### src/rtl/mwadd_pkg.sv
// Shared types and constants for the sequential multiword adder.
// Holds the FSM state type, slice width and the index-width helper.
package mwadd_pkg;

    typedef enum logic {
        IDLE,
        RUN
    } state_t;

    localparam int SLICE_W = 4;

    function automatic int idx_width(input int width);
        int nsl;
        nsl = width / SLICE_W;
        return (nsl <= 1) ? 1 : $clog2(nsl);
    endfunction

endpackage

### src/rtl/multiword_add_seq_csel.sv
// Combinational 4-bit carry-select adder slice.
// Both carry-in results are formed in parallel and cin picks one.
module csel_add4 (
    input  logic [3:0] a,
    input  logic [3:0] b,
    input  logic       cin,
    output logic [3:0] sum,
    output logic       cout
);

    logic [4:0] r0;
    logic [4:0] r1;

    // Precompute both carry cases, then select.
    always_comb begin
        r0 = {1'b0, a} + {1'b0, b};
        r1 = {1'b0, a} + {1'b0, b} + 5'd1;
        {cout, sum} = cin ? r1 : r0;
    end

endmodule

### src/rtl/multiword_add_seq.sv
// Sequential wide adder: one 4-bit slice walked over WIDTH/4 nibbles.
// Define MWADD_SUB_EN to add a 'sub' port for a - b.
module multiword_add_seq
    import mwadd_pkg::*;
#(
    parameter int WIDTH = 16
) (
    input  logic             clk,
    input  logic             rst,
    input  logic             start,
    input  logic [WIDTH-1:0] a,
    input  logic [WIDTH-1:0] b,
    input  logic             cin,
`ifdef MWADD_SUB_EN
    input  logic             sub,
`endif
    output logic             busy,
    output logic             done,
    output logic [WIDTH-1:0] sum,
    output logic             cout
);

    localparam int NSL = WIDTH / SLICE_W;
    localparam int IW = idx_width(WIDTH);
    localparam logic [IW-1:0] LAST = IW'(NSL - 1);

    state_t             state;
    state_t             state_nx;
    logic               accept;
    logic               last;
    logic [WIDTH-1:0]   opa;
    logic [WIDTH-1:0]   opb;
    logic [WIDTH-1:0]   b_in;
    logic               cin_in;
    logic               carry;
    logic [IW-1:0]      idx;
    logic [SLICE_W-1:0] sa;
    logic [SLICE_W-1:0] sb;
    logic [SLICE_W-1:0] s4;
    logic               c4;

`ifdef MWADD_SUB_EN
    assign b_in   = sub ? ~b : b;
    assign cin_in = sub | cin;
`else
    assign b_in   = b;
    assign cin_in = cin;
`endif

    assign sa = opa[int'(idx)*SLICE_W +: SLICE_W];
    assign sb = opb[int'(idx)*SLICE_W +: SLICE_W];

    csel_add4 u_slice (
        .a    (sa),
        .b    (sb),
        .cin  (carry),
        .sum  (s4),
        .cout (c4)
    );

    // State register.
    always_ff @(posedge clk or posedge rst) begin
        if (rst) state <= IDLE;
        else     state <= state_nx;
    end

    // Next state, accept/finish strobes and busy.
    always_comb begin
        state_nx = state;
        accept   = 1'b0;
        last     = 1'b0;
        busy     = 1'b0;
        unique case (state)
            IDLE: begin
                if (start) begin
                    accept   = 1'b1;
                    state_nx = RUN;
                end
            end
            RUN: begin
                busy = 1'b1;
                if (idx == LAST) begin
                    last     = 1'b1;
                    state_nx = IDLE;
                end
            end
        endcase
    end

    // Operand capture and nibble-by-nibble accumulation.
    always_ff @(posedge clk or posedge rst) begin
        if (rst) begin
            opa   <= '0;
            opb   <= '0;
            carry <= 1'b0;
            idx   <= '0;
            sum   <= '0;
            cout  <= 1'b0;
            done  <= 1'b0;
        end else begin
            done <= 1'b0;
            if (accept) begin
                opa   <= a;
                opb   <= b_in;
                carry <= cin_in;
                idx   <= '0;
                sum   <= '0;
            end else if (state == RUN) begin
                sum[int'(idx)*SLICE_W +: SLICE_W] <= s4;
                carry <= c4;
                idx   <= last ? '0 : idx + IW'(1);
                if (last) begin
                    cout <= c4;
                    done <= 1'b1;
                end
            end
        end
    end

endmodule
### config.mk
export PLATFORM = sky130hd
export DESIGN_NAME = multiword_add_seq
export DESIGN_NICKNAME = d
export VERILOG_FILES = /design/src/rtl/mwadd_pkg.sv /design/src/rtl/multiword_add_seq_csel.sv /design/src/rtl/multiword_add_seq.sv
export SDC_FILE = /design/constraint.sdc
export NUM_CORES = 1
export LEC_CHECK = 0
export BUFFER_PORTS_ARGS = -buffer_cell sky130_fd_sc_hd__buf_4
export CAP_MARGIN = 20
export CORE_MARGIN = 10
export CORE_UTILIZATION = 45
export DETAILED_ROUTE_END_ITERATION = 8
export GPL_TIMING_DRIVEN = 0
export PLACE_DENSITY = 0.71
export SETUP_SLACK_MARGIN = 0.15
export SLEW_MARGIN = 20
export SYNTH_ARGS = -nofsm -noshare
export SYNTH_HDL_FRONTEND = slang
export SYNTH_SLANG_ARGS = --single-unit
### constraint.sdc
create_clock -name clk -period 3.7 [get_ports clk]
set_input_delay 0.555 -clock clk [delete_from_list [all_inputs] [get_ports clk]]
set_output_delay 0.555 -clock clk [all_outputs]
set_load 0.01 [all_outputs]
==> results of run 1 <==
==> per-stage QoR <==
step	power, mW	instances	hold slack [ns]
2_1_floorplan	2.47	194	0.475
3_3_place_gp	3.00	320	0.467
3_5_place_dp	3.04	320	0.472
4_1_cts	3.42	328	0.378
5_1_grt	3.68	328	0.409
6_report	3.38	328	0.343
==> cells in the final DEF, fill, tap and decap left out, types with 2 or more instances in the layout <==
| cell | Yosys | layout |
|---|---|---|
| sky130_fd_sc_hd__a21oi_1 | 5 | 5 |
| sky130_fd_sc_hd__a22o_1 | 5 | 5 |
| sky130_fd_sc_hd__a31o_2 | 2 | 2 |
| sky130_fd_sc_hd__buf_2 | 4 | 3 |
| sky130_fd_sc_hd__buf_4 | 0 | 54 |
| sky130_fd_sc_hd__clkbuf_1 | 3 | 2 |
| sky130_fd_sc_hd__clkbuf_8 | 1 | 9 |
| sky130_fd_sc_hd__dfrtp_1 | 54 | 54 |
| sky130_fd_sc_hd__ha_1 | 10 | 10 |
| sky130_fd_sc_hd__inv_1 | 7 | 6 |
| sky130_fd_sc_hd__mux2_2 | 32 | 32 |
| sky130_fd_sc_hd__mux2i_1 | 2 | 2 |
| sky130_fd_sc_hd__mux4_2 | 8 | 8 |
| sky130_fd_sc_hd__nand2_1 | 15 | 15 |
| sky130_fd_sc_hd__nand4_1 | 2 | 2 |
| sky130_fd_sc_hd__nand4b_1 | 2 | 2 |
| sky130_fd_sc_hd__nor2_1 | 6 | 6 |
| sky130_fd_sc_hd__nor2b_1 | 3 | 3 |
| sky130_fd_sc_hd__o21ai_0 | 15 | 15 |
| sky130_fd_sc_hd__xnor2_1 | 3 | 3 |
==> power groups by stage <==
stage | Clock [mW] | Combinational, mW | Sequential [mW]
4_1_cts | 0.381 | 2.03 | 1.00
2_1_floorplan | 0 | 1.47 | 1.00
5_1_grt | 0.405 | 2.24 | 1.04
3_5_place_dp | 0 | 2.02 | 1.02
3_3_place_gp | 0 | 2.00 | 1.01
6_report | 0.375 | 2.00 | 1.00
==> final timing paths <==
check | endpoint | slack (ns) | depth (start not counted)
worst min-delay path | sum[0] | 0.34 | 2
min in group clk | opa[4] | 0.47 | 2
worst min register to register | sum[4] | 0.49 | 2
max in group asynchronous | opb[12] | 2.92 | 2
worst max register to register | cout | 0.39 | 8
worst max-delay path | cout | 0.39 | 8
==> sequential cells by signal (all words and copies together) (netlist names) <==
name	cells
opb	16
done	1
idx	2
state	1
carry	1
cout	1
opa	16
sum	16
==> logic make-up (layout without fill, tap and decap cells) <==
logic type	after synthesis	in the layout	share of synthesized area (%)
muxes	42	42	21.8
adders and majority gates	11	11	5.64
and+or+nand+nor	34	34	6.85
DFF	54	54	52.5
xor gates and xnor gates	4	4	1.36
AOI/OAI and AO/OA	34	34	9.14
buffers and inverters	15	77	2.77
==> per-layer routing <==
layer	part of all wire, %	GRT usage [%]	vias to the layer above
li1	-	-	829
met1	45	15.7	847
met2	47	20.4	33
met3	6.4	3.93	8
met4	0.90	3.69	0
met5	0	0	-
==> area by class of cell <==
class,count,area [sq um],area share [%]
tap,72,90.1,2.83
timing repair buffer,54,405,12.7
clock buffer,8,110,3.46
multi-input combinational,125,1150,36.2
sequential,54,1350,42.4
inverter,7,28.8,0.903
buffer,8,48.8,1.53
==> what timing repair did <==
action / 4_1_cts / 5_1_grt
gates resized for setup: 0 / 3
endpoints found under the hold margin: 0 / 0
endpoints found under the setup margin: 0 / 3
==> flow_results.org, run 1 <==
** Setup path
- Most frequent cell on the critical path :: sky130_fd_sc_hd__ha_1
- Worst Setup End Kind :: register
- The largest single stage delay on the critical path is just under 0.6 ns.
- Data on the critical path is required at its endpoint by 3.90 ns.
- Critical Path Fanout Max :: 10
- Reg-to-reg startpoint :: idx[0]
- Buffers & Inverters on Critical Path :: 1
- Category of the worst setup path launch point :: register
- Worst endpoint data arrival time :: 3.51 ns
- Traced cell by cell, the critical path runs through clkbuf_4 -> mux4_2 -> ha_1 -> fa_1 -> ha_1 -> o2111ai_1 -> or3_1 -> a31o_2.
- The critical path starts at idx[0].
- The slowest stage of the critical path belongs to the cell sky130_fd_sc_hd__fa_1.
- Among cell families on the critical path, the largest total delay comes from adder cells.
- Category of the critical setup timing path :: register to register

** GRT
- Entering global routing, the biggest net connects 55 pins.
- The initial antenna violation count came to 0.
- Total GRT Usage :: 12.6%
- The number of global-route vias before repair came to 1882.
- Overflow left after global routing :: 0
- Wire length of the first global-routing pass :: about 9100 um

** STA
- RSZ-0062 raised after global routing :: false
- Time the final worst path needs with I/O delays and setup :: approximately 3.3 ns
- At the pin with the least slew margin, the transition time is 0.658 ns.
- Setup-violating endpoint count in the final report :: 0
- Based on the critical path, the design can be clocked at up to between 300 and 400 MHz.
- Worst path setup slack after routing :: between 0.3 and 0.4 ns
- The number of max-slew violations in the final report came to 0.
- Summed over all failing endpoints, the final setup total negative slack is 0 ns.
- Final worst clock skew :: around 0.010 ns
- The count of endpoints failing hold in the final timing report is 0.
- The worst pin sits at a relative slew slack of 56.1%.
- Dividing the final minimum period by the clock period gives 89.5%.

** Logic synthesis
- In this run the cell area of the synthesized design comes to 2570 sq um.
- Gate count of the mapped netlist :: 194
- Top post-synthesis cells by count :: 54 x sky130_fd_sc_hd__dfrtp_1, 32 x sky130_fd_sc_hd__mux2_2, 15 x sky130_fd_sc_hd__nand2_1, 15 x sky130_fd_sc_hd__o21ai_0, 10 x sky130_fd_sc_hd__ha_1
- sky130_fd_sc_hd__dfrtp_1 is the most common cell in the netlist.
- Sorting the synthesized cells by area gives the leading types as sky130_fd_sc_hd__dfrtp_1 52%, sky130_fd_sc_hd__mux2_2 14%, sky130_fd_sc_hd__mux4_2 7.0%.
- Synthesis instantiated 34 different standard cells from the library.
- Flip-flop cell with the highest count after synthesis :: sky130_fd_sc_hd__dfrtp_1
- Yosys mapped a number of flops with a built-in enable equal to 0.
- Synthesis inferred 54 register bits.
- Proportion of synthesized chip area in sequential cells :: 52.5%
- During synthesis, Yosys emitted a total of 0 warnings.
- For this run, asynchronously set or reset flops after synthesis account for 100%.
- The average instance in the mapped netlist occupies 13.3 sq um.
- The synthesized design spends more area on one cell type than any other, namely sky130_fd_sc_hd__dfrtp_1.
- Fraction of synthesized cell area taken by the top area cell type :: between 50% and 60%
- Net count after synthesis :: 241

** Power
- For this design the ratio of total power to cell area is between 1000 and 1500 nW/um^2.
- The share of total power dissipated in the clock network is 11.1%.
- In this run the static leakage power is roughly 1.5 nW.
- Internal power component :: 1.99 mW
- Switching share of power :: 41.2%
- In this run, the combinational gates consume 59.3% of the power.
- NetSw :: 1.39 mW
- Relative contribution of sequential cells to total power :: between 20 and 30%
- IR analysis of the VDD net gives a maximum drop of 0.618 mV.

** Placement
- Placement Cell Area :: 3070 sq um
- RePlAce Congestion :: 0.793
- During placement, the flow inserted port buffers numbering 54.
- Once detailed placement completed, the half-perimeter wirelength came to 4100 um.
- Worst-case setup slack after placement :: 0.258 ns

** Floorplanning
- The die is 95.6 um wide.
- During I/O placement, the number of pins put on the boundary was 55.
- Placement Rows :: 27
- In this run the vertical extent of the chip is 95.6 um.
- The die covers just over 9000 sq um.
- Once the floorplan was initialized, standard cells occupied 46.5% of the core.
- CORE AREA :: between 5000 and 6000 sq um

** Layout
- Share of final-layout standard cells stronger than drive strength 1 :: 45.3%
- The number of antenna diodes in the final layout is 0.
- Counting the fill cells in the layout gives around 490.
- Cells fill 57.5% of the core in the end.
- The area growth from synthesis to layout is 23.8%.
- After the last flow step, the layout net total stands at a little over 300.
- Cell area after layout :: 3190 sq um

** Routing
- In the routed design, unresolved DRC markers number 0.
- Once detail routing completed, the nets flagged for antenna violations numbered 0.
- DR iter-0 viols :: 73
- The routed layout has 1717 vias.
- In the routed layout, each cell is associated on average with a via count of 5.23.
- Total wire length after detailed routing :: 5420 um
- The first detailed-routing pass took 4 iterations.
- Dividing the detail-routed wire length by the instance count gives 16.5 um.

** Clocking
- CTS tree :: yes
- Setup bufs post-CTS :: 0
- Clock slew at the register clock pins of the worst setup and hold paths :: 0.09 ns
- Buffers inserted to repair hold after CTS numbered 0.
- The tree is rooted in a sky130_fd_sc_hd__clkbuf_8.
- Number of clock buffers inserted by TritonCTS :: 5
- CTS built an H-tree with a depth of 2.
- Clock Sink Count :: 54
- Counting along the longest clock path gives a buffer depth of 2.
- The clock reaches the later pin of the worst-skew pair after 0.31 ns.

** Flow run
- The tool flagged a number of max-cap violations equal to 0.

** Run status
- Run status :: complete, no violations

** Hold path
- Min-delay worst type :: input port to asynchronous set/reset pin
Power figures use the tool's default switching activity.
==> run 2: changes to the inputs <==
--- a/config.mk
+++ b/config.mk
@@ -7,11 +7,14 @@
 export LEC_CHECK = 0
 export BUFFER_PORTS_ARGS = -buffer_cell sky130_fd_sc_hd__buf_4
 export CAP_MARGIN = 20
+export CELL_PAD_IN_SITES_DETAIL_PLACEMENT = 0
+export CELL_PAD_IN_SITES_GLOBAL_PLACEMENT = 1
 export CORE_MARGIN = 10
-export CORE_UTILIZATION = 45
+export CORE_UTILIZATION = 43
 export DETAILED_ROUTE_END_ITERATION = 8
 export GPL_TIMING_DRIVEN = 0
-export PLACE_DENSITY = 0.71
+export PLACE_DENSITY = 0.81
+export REMOVE_ABC_BUFFERS = 1
 export SETUP_SLACK_MARGIN = 0.15
 export SLEW_MARGIN = 20
 export SYNTH_ARGS = -nofsm -noshare
==> flow_results.org, run 2 (same netlist as run 1, synthesis figures left out) <==
** Run status
- The run finished with clean final reports.

** Placement
- Worst-case setup slack after placement :: 0.307 ns (+0.0490 ns)
- The number of buffers added on ports was 54 (unchanged).
- Placed Instances :: 316 (-1.3%)
- The final RePlAce weighted congestion is 0.700 (-12%).
- Detailed placement HPWL :: 3940 um (-3.9%)

** Clocking
- Number of H-tree levels :: 2 (unchanged)
- Clock insertion delay at the later pin of the skew report :: 0.30 ns (about the same)
- Number of clock buffers inserted by TritonCTS :: 5 (unchanged)
- CTS placed an instance of sky130_fd_sc_hd__clkbuf_8 at the clock tree root.
- CTS tree :: yes
- Clock Sink Count :: 54 (unchanged)
- The clock-pin slew of the registers on the worst-case setup and hold paths was 0.09 ns (about the same).
- The count of hold buffers inserted by post-cts repair came to 0 (unchanged).
- The maximum buffer depth of the clock tree was 2 (unchanged).

** Routing
- The post-detailed-route count of antenna-violating nets was 0 (unchanged).
- Wire length per cell after detailed routing :: 16.1 um (-2.2%)
- The number of DRC violations after detailed routing was 0 (unchanged).
- The number of design-rule violations left by the first detailed-router iteration is 65 (-11%).
- The length of the first detailed-routing pass in iterations is 4 (unchanged).
- Vias after detailed routing :: 1695 (-1.3%)
- Total wire length after detailed routing :: 5220 um (-3.7%)
- Via/cell ratio :: 5.25 (+0.25%)

** STA
- Peak clock frequency supported by timing :: 312 MHz (+3.1%)
- Final clock period utilization by the worst path :: 86.7% (-2.7 points)
- Worst path setup slack after routing :: 0.491 ns (+0.101 ns)
- RSZ-0062 raised after global routing :: false
- The transition time at the pin with the least slew margin is 0.653 ns (-0.00480 ns).
- Time the final worst path needs with I/O delays and setup :: 3.21 ns (-0.101 ns)
- The number of max-slew violations in the final report came to 0 (unchanged).
- Headroom to the max-slew limit :: 56.4% (+0.32 points)
- The count of endpoints failing hold in the final timing report was 0 (unchanged).
- The setup skew after layout was 0.00871 ns (-0.00144 ns).
- Setup-violating endpoint count in the final report :: 0 (unchanged)

** GRT
- The pin count of the biggest net entering global routing is 55 (unchanged).
- Number of antenna violations at the first check in global routing :: 0 (unchanged)
- The number of global-route vias before repair was 1938 (+3.0%).
- Total GRT Usage :: 11.6% (-0.99 points)
- Wire length of the first global-routing pass :: 9310 um (+2.3%)
- Overflow left after global routing :: 0 (unchanged)

** Hold path
- Min-delay worst type :: input port to asynchronous set/reset pin

** Layout
- Relative to the synthesized area, the layout overhead comes to 23.5%.
- The count of fill cells added during filler insertion is 521 (+6.1%).
- In the final layout, the registers with the most flip-flops are opa x16, opb x16, sum x16.
- Highest-count cells in the layout ignoring fill and taps :: 54 x sky130_fd_sc_hd__buf_4, 53 x sky130_fd_sc_hd__dfrtp_1, 32 x sky130_fd_sc_hd__mux2_2, 15 x sky130_fd_sc_hd__o21ai_0, 15 x sky130_fd_sc_hd__nand2_1
- The library cell used most frequently in the layout, excluding fill and tap cells, is sky130_fd_sc_hd__buf_4.
- Net count of the finished layout :: 295 (-2.3%)
- The fraction of final layout cells with drive strength greater than 1 is 45.2% (-0.15 points).
- Core Util, Final :: 54.4% (-3.2 points)
- Area taken by flip-flops and latches :: 1350 sq um (about the same)
- The final standard cell count with taps included and fillers excluded was 323 (-1.5%).
- Count of inserted antenna diode cells :: 0 (unchanged)
- Area used by multi-input combinational logic :: 1160 sq um (+0.65%)

** Setup path
- The largest fanout of any net on the critical path was 13 (+3).
- Most frequent cell on the critical path :: sky130_fd_sc_hd__ha_1
- CP required :: 3.90 ns (about the same)
- Category of the critical setup timing path :: register to register
- Largest stage delay on the critical path :: 0.70 ns (+0.12 ns)
- STA classifies the critical path startpoint as a register.
- Walking the worst path, the cells encountered are mux4_2 -> ha_1 -> fa_1 -> ha_1 -> o2111ai_1 -> or3_1 -> a31o_2.
- The data arrival time at the worst-slack endpoint is 3.41 ns (-0.10 ns).
- The worst setup path is captured at a register.
- Critical path's slowest cell :: sky130_fd_sc_hd__dfrtp_1

** Floorplanning
- The initial standard-cell utilization of the core is 44.0% (-2.5 points).
- Number of placed I/O pins :: 55 (unchanged)
- The total core area was 5850 sq um (+5.6%).
- The total number of placement rows was 28 (+3.7%).
- Y dimension of the die :: 97.4 um (+1.8%)
- The horizontal die dimension is 97.4 um (+1.8%).
- Die footprint :: 9480 sq um (+3.7%)

** Power
- The portion of total power attributed to the clock network was 11.9% (+0.8 points).
- Leakage :: 1.45 nW (-1.3%)
- Switching share of power :: 40.4% (-0.85 points)
- The internal cell power came to 2.00 mW (+0.64%).
- Share of power burned in combinational logic :: 56.0% (-3.3 points)
- Cell Pwr Density :: 1050 nW/um^2 (-0.61%)
- The sequential share of power was 32.1% (+2.5 points).
- The worst IR drop on VDD came to 0.456 mV (-26%).
- The net switching power figure is 1.35 mW (-2.9%).

** Flow run
- The number of violations of the max-capacitance limit was 0 (unchanged).
-- run 2: changes by cell type in the layout (fill, tap and decap cells not counted), sizes merged --
cell / previous run / this run
buf: 57 / 55
bufinv: 0 / 1
clkbuf: 13 / 6
-- run 2: worst max-delay path: cells and delay by family, from the launching register on --
kind,cells,cell delay (ns)
mux,1,0.59
flops,1,0.70
simple gates,1,0.40
compound gates,2,0.38
fa+ha+maj,3,1.04
-- run 2: per-stage QoR --
step | total power [mW] | hold slack, ns | setup TNS (ns) | instance area, sq um
3_5_place_dp | 3.00 | 0.474 | 0 | 3070
4_1_cts | 3.40 | 0.378 | 0 | 3180
3_3_place_gp | 2.95 | 0.465 | -1.08 | 3030
2_1_floorplan | 2.45 | 0.475 | 0 | 2530
6_report | 3.35 | 0.350 | 0 | 3180
5_1_grt | 3.68 | 0.394 | 0 | 3180
-- run 2: layout make-up --
class | instances | share of cell area [%]
sequential | 54 | 42.5
clock inverter | 1 | 0.944
inverter | 7 | 0.905
multi-input combinational | 125 | 36.5
tap | 75 | 2.95
timing repair buffer | 55 | 13.6
clock buffer | 6 | 2.60
-- run 2: per-layer routing --
| layer | up-vias | GRT usage, % | share of wire, % |
|---|---|---|---|
| met4 | 0 | 2.68 | 0.98 |
| met2 | 43 | 19.0 | 48 |
| met5 | - | 0 | 0 |
| met1 | 834 | 13.8 | 44 |
| met3 | 6 | 4.69 | 7.4 |
| li1 | 812 | - | - |
-- run 2: timing repair --
| action | in CTS | in global routing |
|---|---|---|
| setup endpoints to repair | 0 | 2 |
| gates resized for setup | 0 | 1 |
| setup buffers | 0 | 0 |
-- run 2: power groups by stage --
stage | sequential [mW] | clock (mW) | combinational [mW]
final | 1.08 | 0.400 | 1.88
after global routing | 1.12 | 0.436 | 2.12
after CTS | 1.08 | 0.411 | 1.91
after detailed placement | 1.09 | 0 | 1.91
after global placement | 1.07 | 0 | 1.87
after floorplan | 1.05 | 0 | 1.40
-- run 2: worst paths after layout --
kind                         start       to  slack, ns  cells after the start
max in group asynchronous      rst   idx[0]       2.90                      2
min                            rst   sum[4]       0.35                      2
min in group clk              a[4]   opa[4]       0.47                      2
max reg2reg                 idx[1]    carry       0.49                      7
min reg2reg                sum[10]  sum[10]       0.49                      2
max                         idx[1]    carry       0.49                      7
==> run 3: changes to the inputs <==
--- a/config.mk
+++ b/config.mk
@@ -13,7 +13,7 @@
 export CORE_UTILIZATION = 43
 export DETAILED_ROUTE_END_ITERATION = 8
 export GPL_TIMING_DRIVEN = 0
-export PLACE_DENSITY = 0.81
+export PLACE_DENSITY = 0.84
 export REMOVE_ABC_BUFFERS = 1
 export SETUP_SLACK_MARGIN = 0.15
 export SLEW_MARGIN = 20
==> flow_results.org, run 3 (same netlist as run 1, synthesis figures left out) <==
** Run status
- The flow ran to the end, and the final reports show no timing, DRC or antenna violations.

** Layout
- Number of fillers in the final layout :: 500 (-4.0%)
- Largest registers ranked by flip-flop count :: opa x16, opb x16, sum x16
- The fraction of final layout cells with drive strength greater than 1 is 45.4% (+0.22 points).
- Relative to the synthesized area, the layout overhead comes to 23.4%.
- Count of inserted antenna diode cells :: 0 (unchanged)
- The number of nets in the finished design is 295 (unchanged).
- Area taken by flip-flops and latches :: 1350 sq um (unchanged)
- Leaving out fill and tap cells, the most frequent cell in the layout is sky130_fd_sc_hd__buf_4.
- The top cell types in the final layout, fill and taps aside, are 54 x sky130_fd_sc_hd__buf_4, 53 x sky130_fd_sc_hd__dfrtp_1, 32 x sky130_fd_sc_hd__mux2_2, 15 x sky130_fd_sc_hd__o21ai_0, 15 x sky130_fd_sc_hd__nand2_1.
- The multi-input logic area is 1160 sq um (unchanged).
- Number of cells in the finished layout apart from fillers :: 324 (+0.31%)

** Setup path
- CP required :: 3.90 ns (about the same)
- The data arrival time at the worst-slack endpoint was 3.44 ns (+0.03 ns).
- Reg-to-Reg End :: carry
- The cell depth of the worst flop-to-flop path is 7 (unchanged).
- Critical Path Fanout Max :: 13 (unchanged)
- The worst register-to-register path begins at idx[1].
- STA classifies the critical path endpoint as a register.
- Category of the worst setup path launch point :: register
- The register-to-register setup slack is 0.46 ns (-0.03 ns).
- Category of the critical setup timing path :: register to register

** Clocking
- The count of hold buffers inserted by post-cts repair is 0 (unchanged).
- CTS tree :: yes
- Clock Sink Count :: 54 (unchanged)
- Buffer levels on the longest clock path :: 2 (unchanged)
- Clock slew at the register clock pins of the worst setup and hold paths :: 0.10 ns (about the same)
- The insertion delay of the later-clocked pin in the worst-skew pair is 0.30 ns (about the same).
- Number of clock buffers inserted by TritonCTS :: 5 (unchanged)
- The root buffer cell chosen for the clock tree is sky130_fd_sc_hd__clkbuf_8.
- Number of H-tree levels :: 2 (unchanged)

** STA
- Headroom to the max-slew limit :: 56.7% (+0.25 points)
- Final clock period utilization by the worst path :: 87.5% (+0.79 points)
- Setup-violating endpoint count in the final report :: 0 (unchanged)
- Count of final max-slew check failures :: 0 (unchanged)
- Worst path setup slack after routing :: 0.462 ns (-0.0292 ns)
- The count of endpoints failing hold in the final timing report came to 0 (unchanged).
- The transition time at the pin with the least slew margin was 0.650 ns (-0.00377 ns).
- Setup repair after global routing left no endpoint under its margin.
- Peak clock frequency supported by timing :: 309 MHz (-0.90%)
- Time the final worst path needs with I/O delays and setup :: 3.24 ns (+0.0292 ns)
- Final worst clock skew :: 0.00642 ns (-0.00228 ns)

** Power
- The power density of the placed cells was 1060 nW/um^2 (+0.50%).
- The sequential share of power was 31.8% (-0.3 points).
- The internal cell power is 1.99 mW (-0.63%).
- The portion of total power attributed to the clock network is 11.6% (-0.3 points).
- The worst IR drop on VDD came to 0.618 mV (+36%).
- The combinational group share of total power was 56.6% (+0.6 points).
- The net switching power figure was 1.38 mW (+1.9%).
- The leakage component of the power came to 1.45 nW (about the same).
- Switching share of power :: 41.0% (+0.60 points)

** Floorplanning
- Number of placed I/O pins :: 55 (unchanged)
- The horizontal die dimension is 97.4 um (unchanged).
- The full die area was 9480 sq um (unchanged).
- The initial standard-cell utilization of the core came to 44.0% (unchanged).
- CORE AREA :: 5850 sq um (unchanged)
- Placement Rows :: 28 (unchanged)
- The y dimension of the die was 97.4 um (unchanged).

** Routing
- The detail-routed via count per cell was 5.17 (-1.5%).
- Vias after detailed routing :: 1675 (-1.2%)
- DR iter-0 viols :: 58 (-11%)
- Total wire length after detailed routing :: 5200 um (-0.21%)
- Wire length per cell after detailed routing :: 16.1 um (-0.52%)
- The length of the first detailed-routing pass in iterations is 3 (-1).
- The number of DRC violations after detailed routing is 0 (unchanged).
- Antenna Violating Nets Remaining :: 0 (unchanged)

** Hold path
- The worst hold path belongs to the class input port to asynchronous set/reset pin.

** Placement
- Worst-case setup slack after placement :: 0.283 ns (-0.0233 ns)
- Detailed placement HPWL :: 3870 um (-1.8%)
- The final RePlAce weighted congestion is 0.696 (-0.63%).
- Placed Instances :: 316 (unchanged)
- The number of buffers added on ports is 54 (unchanged).

** GRT
- Via count of the first global-routing pass :: 1956 (+0.93%)
- Total GRT Usage :: 11.4% (-0.21 points)
- The first-pass GRT wire length is 9270 um (-0.38%).
- The initial antenna violation count is 0 (unchanged).
- Maximum number of pins on one net before global-route repair :: 55 (unchanged)
- The total overflow reported by the global router was 0 (unchanged).

** Flow run
- The number of violations of the max-capacitance limit is 0 (unchanged).
==> run 3: changes by cell type in the layout (fill, tap and decap cells not counted) <==
cell / change
sky130_fd_sc_hd__clkbuf_8: -1
sky130_fd_sc_hd__clkinv_2: +2
==> run 3: power groups by stage <==
stage | Combinational [mW] | Sequential, mW | Clock [mW]
2_1_floorplan | 1.40 | 1.05 | 0
3_3_place_gp | 1.86 | 1.07 | 0
3_5_place_dp | 1.93 | 1.09 | 0
4_1_cts | 1.94 | 1.08 | 0.402
5_1_grt | 2.15 | 1.12 | 0.422
6_report | 1.90 | 1.07 | 0.392
==> run 3: worst max-delay path, cell delays in order, from the launching register on <==
cell and delay (ns):
sky130_fd_sc_hd__dfrtp_1 0.70, sky130_fd_sc_hd__mux4_2 0.59, sky130_fd_sc_hd__ha_1 0.27, sky130_fd_sc_hd__fa_1 0.58
sky130_fd_sc_hd__ha_1 0.20, sky130_fd_sc_hd__o2111ai_1 0.13, sky130_fd_sc_hd__or3_1 0.40, sky130_fd_sc_hd__a31o_2 0.26
==> run 3: area by class of cell <==
| type | count | area share [%] |
|---|---|---|
| sequential | 54 | 42.6 |
| clock inverter | 3 | 1.26 |
| inverter | 7 | 0.906 |
| timing repair buffer | 55 | 13.6 |
| tap | 75 | 2.95 |
| multi-input combinational | 125 | 36.5 |
| clock buffer | 5 | 2.17 |
==> run 3: metal layers <==
metal | part of all wire (%) | up-vias | track usage [%] | wire, um
met2 | 47 | 40 | 18.8 | 2440
met4 | 0.69 | 0 | 2.57 | 36
met1 | 46 | 816 | 14.0 | 2400
li1 | - | 813 | - | -
met3 | 6.3 | 6 | 3.70 | 326
met5 | 0 | - | 0 | 0
==> run 3: worst max path at each step <==
stage / startpoint / to
floorplan: idx[0] / cout
global placement: start / sum[7]
detailed placement: idx[0] / carry
CTS: idx[0] / carry
global route: idx[1] / carry
finish: idx[1] / carry
==> run 3: stage by stage <==
step | instance area, sq um | util, % | TNS, ns | power, mW | hold WS (ns)
2_1_floorplan | 2530 | - | 0 | 2.45 | 0.475
3_3_place_gp | 3030 | 51.8 | -0.580 | 2.93 | 0.465
3_5_place_dp | 3070 | 52.4 | 0 | 3.02 | 0.477
4_1_cts | 3180 | 54.3 | 0 | 3.42 | 0.366
5_1_grt | 3180 | 54.3 | 0 | 3.69 | 0.400
6_report | 3180 | 54.3 | 0 | 3.37 | 0.342
==> run 3: repair_timing <==
| item | 4_1_cts | 5_1_grt |
|---|---|---|
| buffers inserted | 0 | 0 |
| setup endpoints to repair | 0 | 2 |
| resized for setup | 0 | 1 |
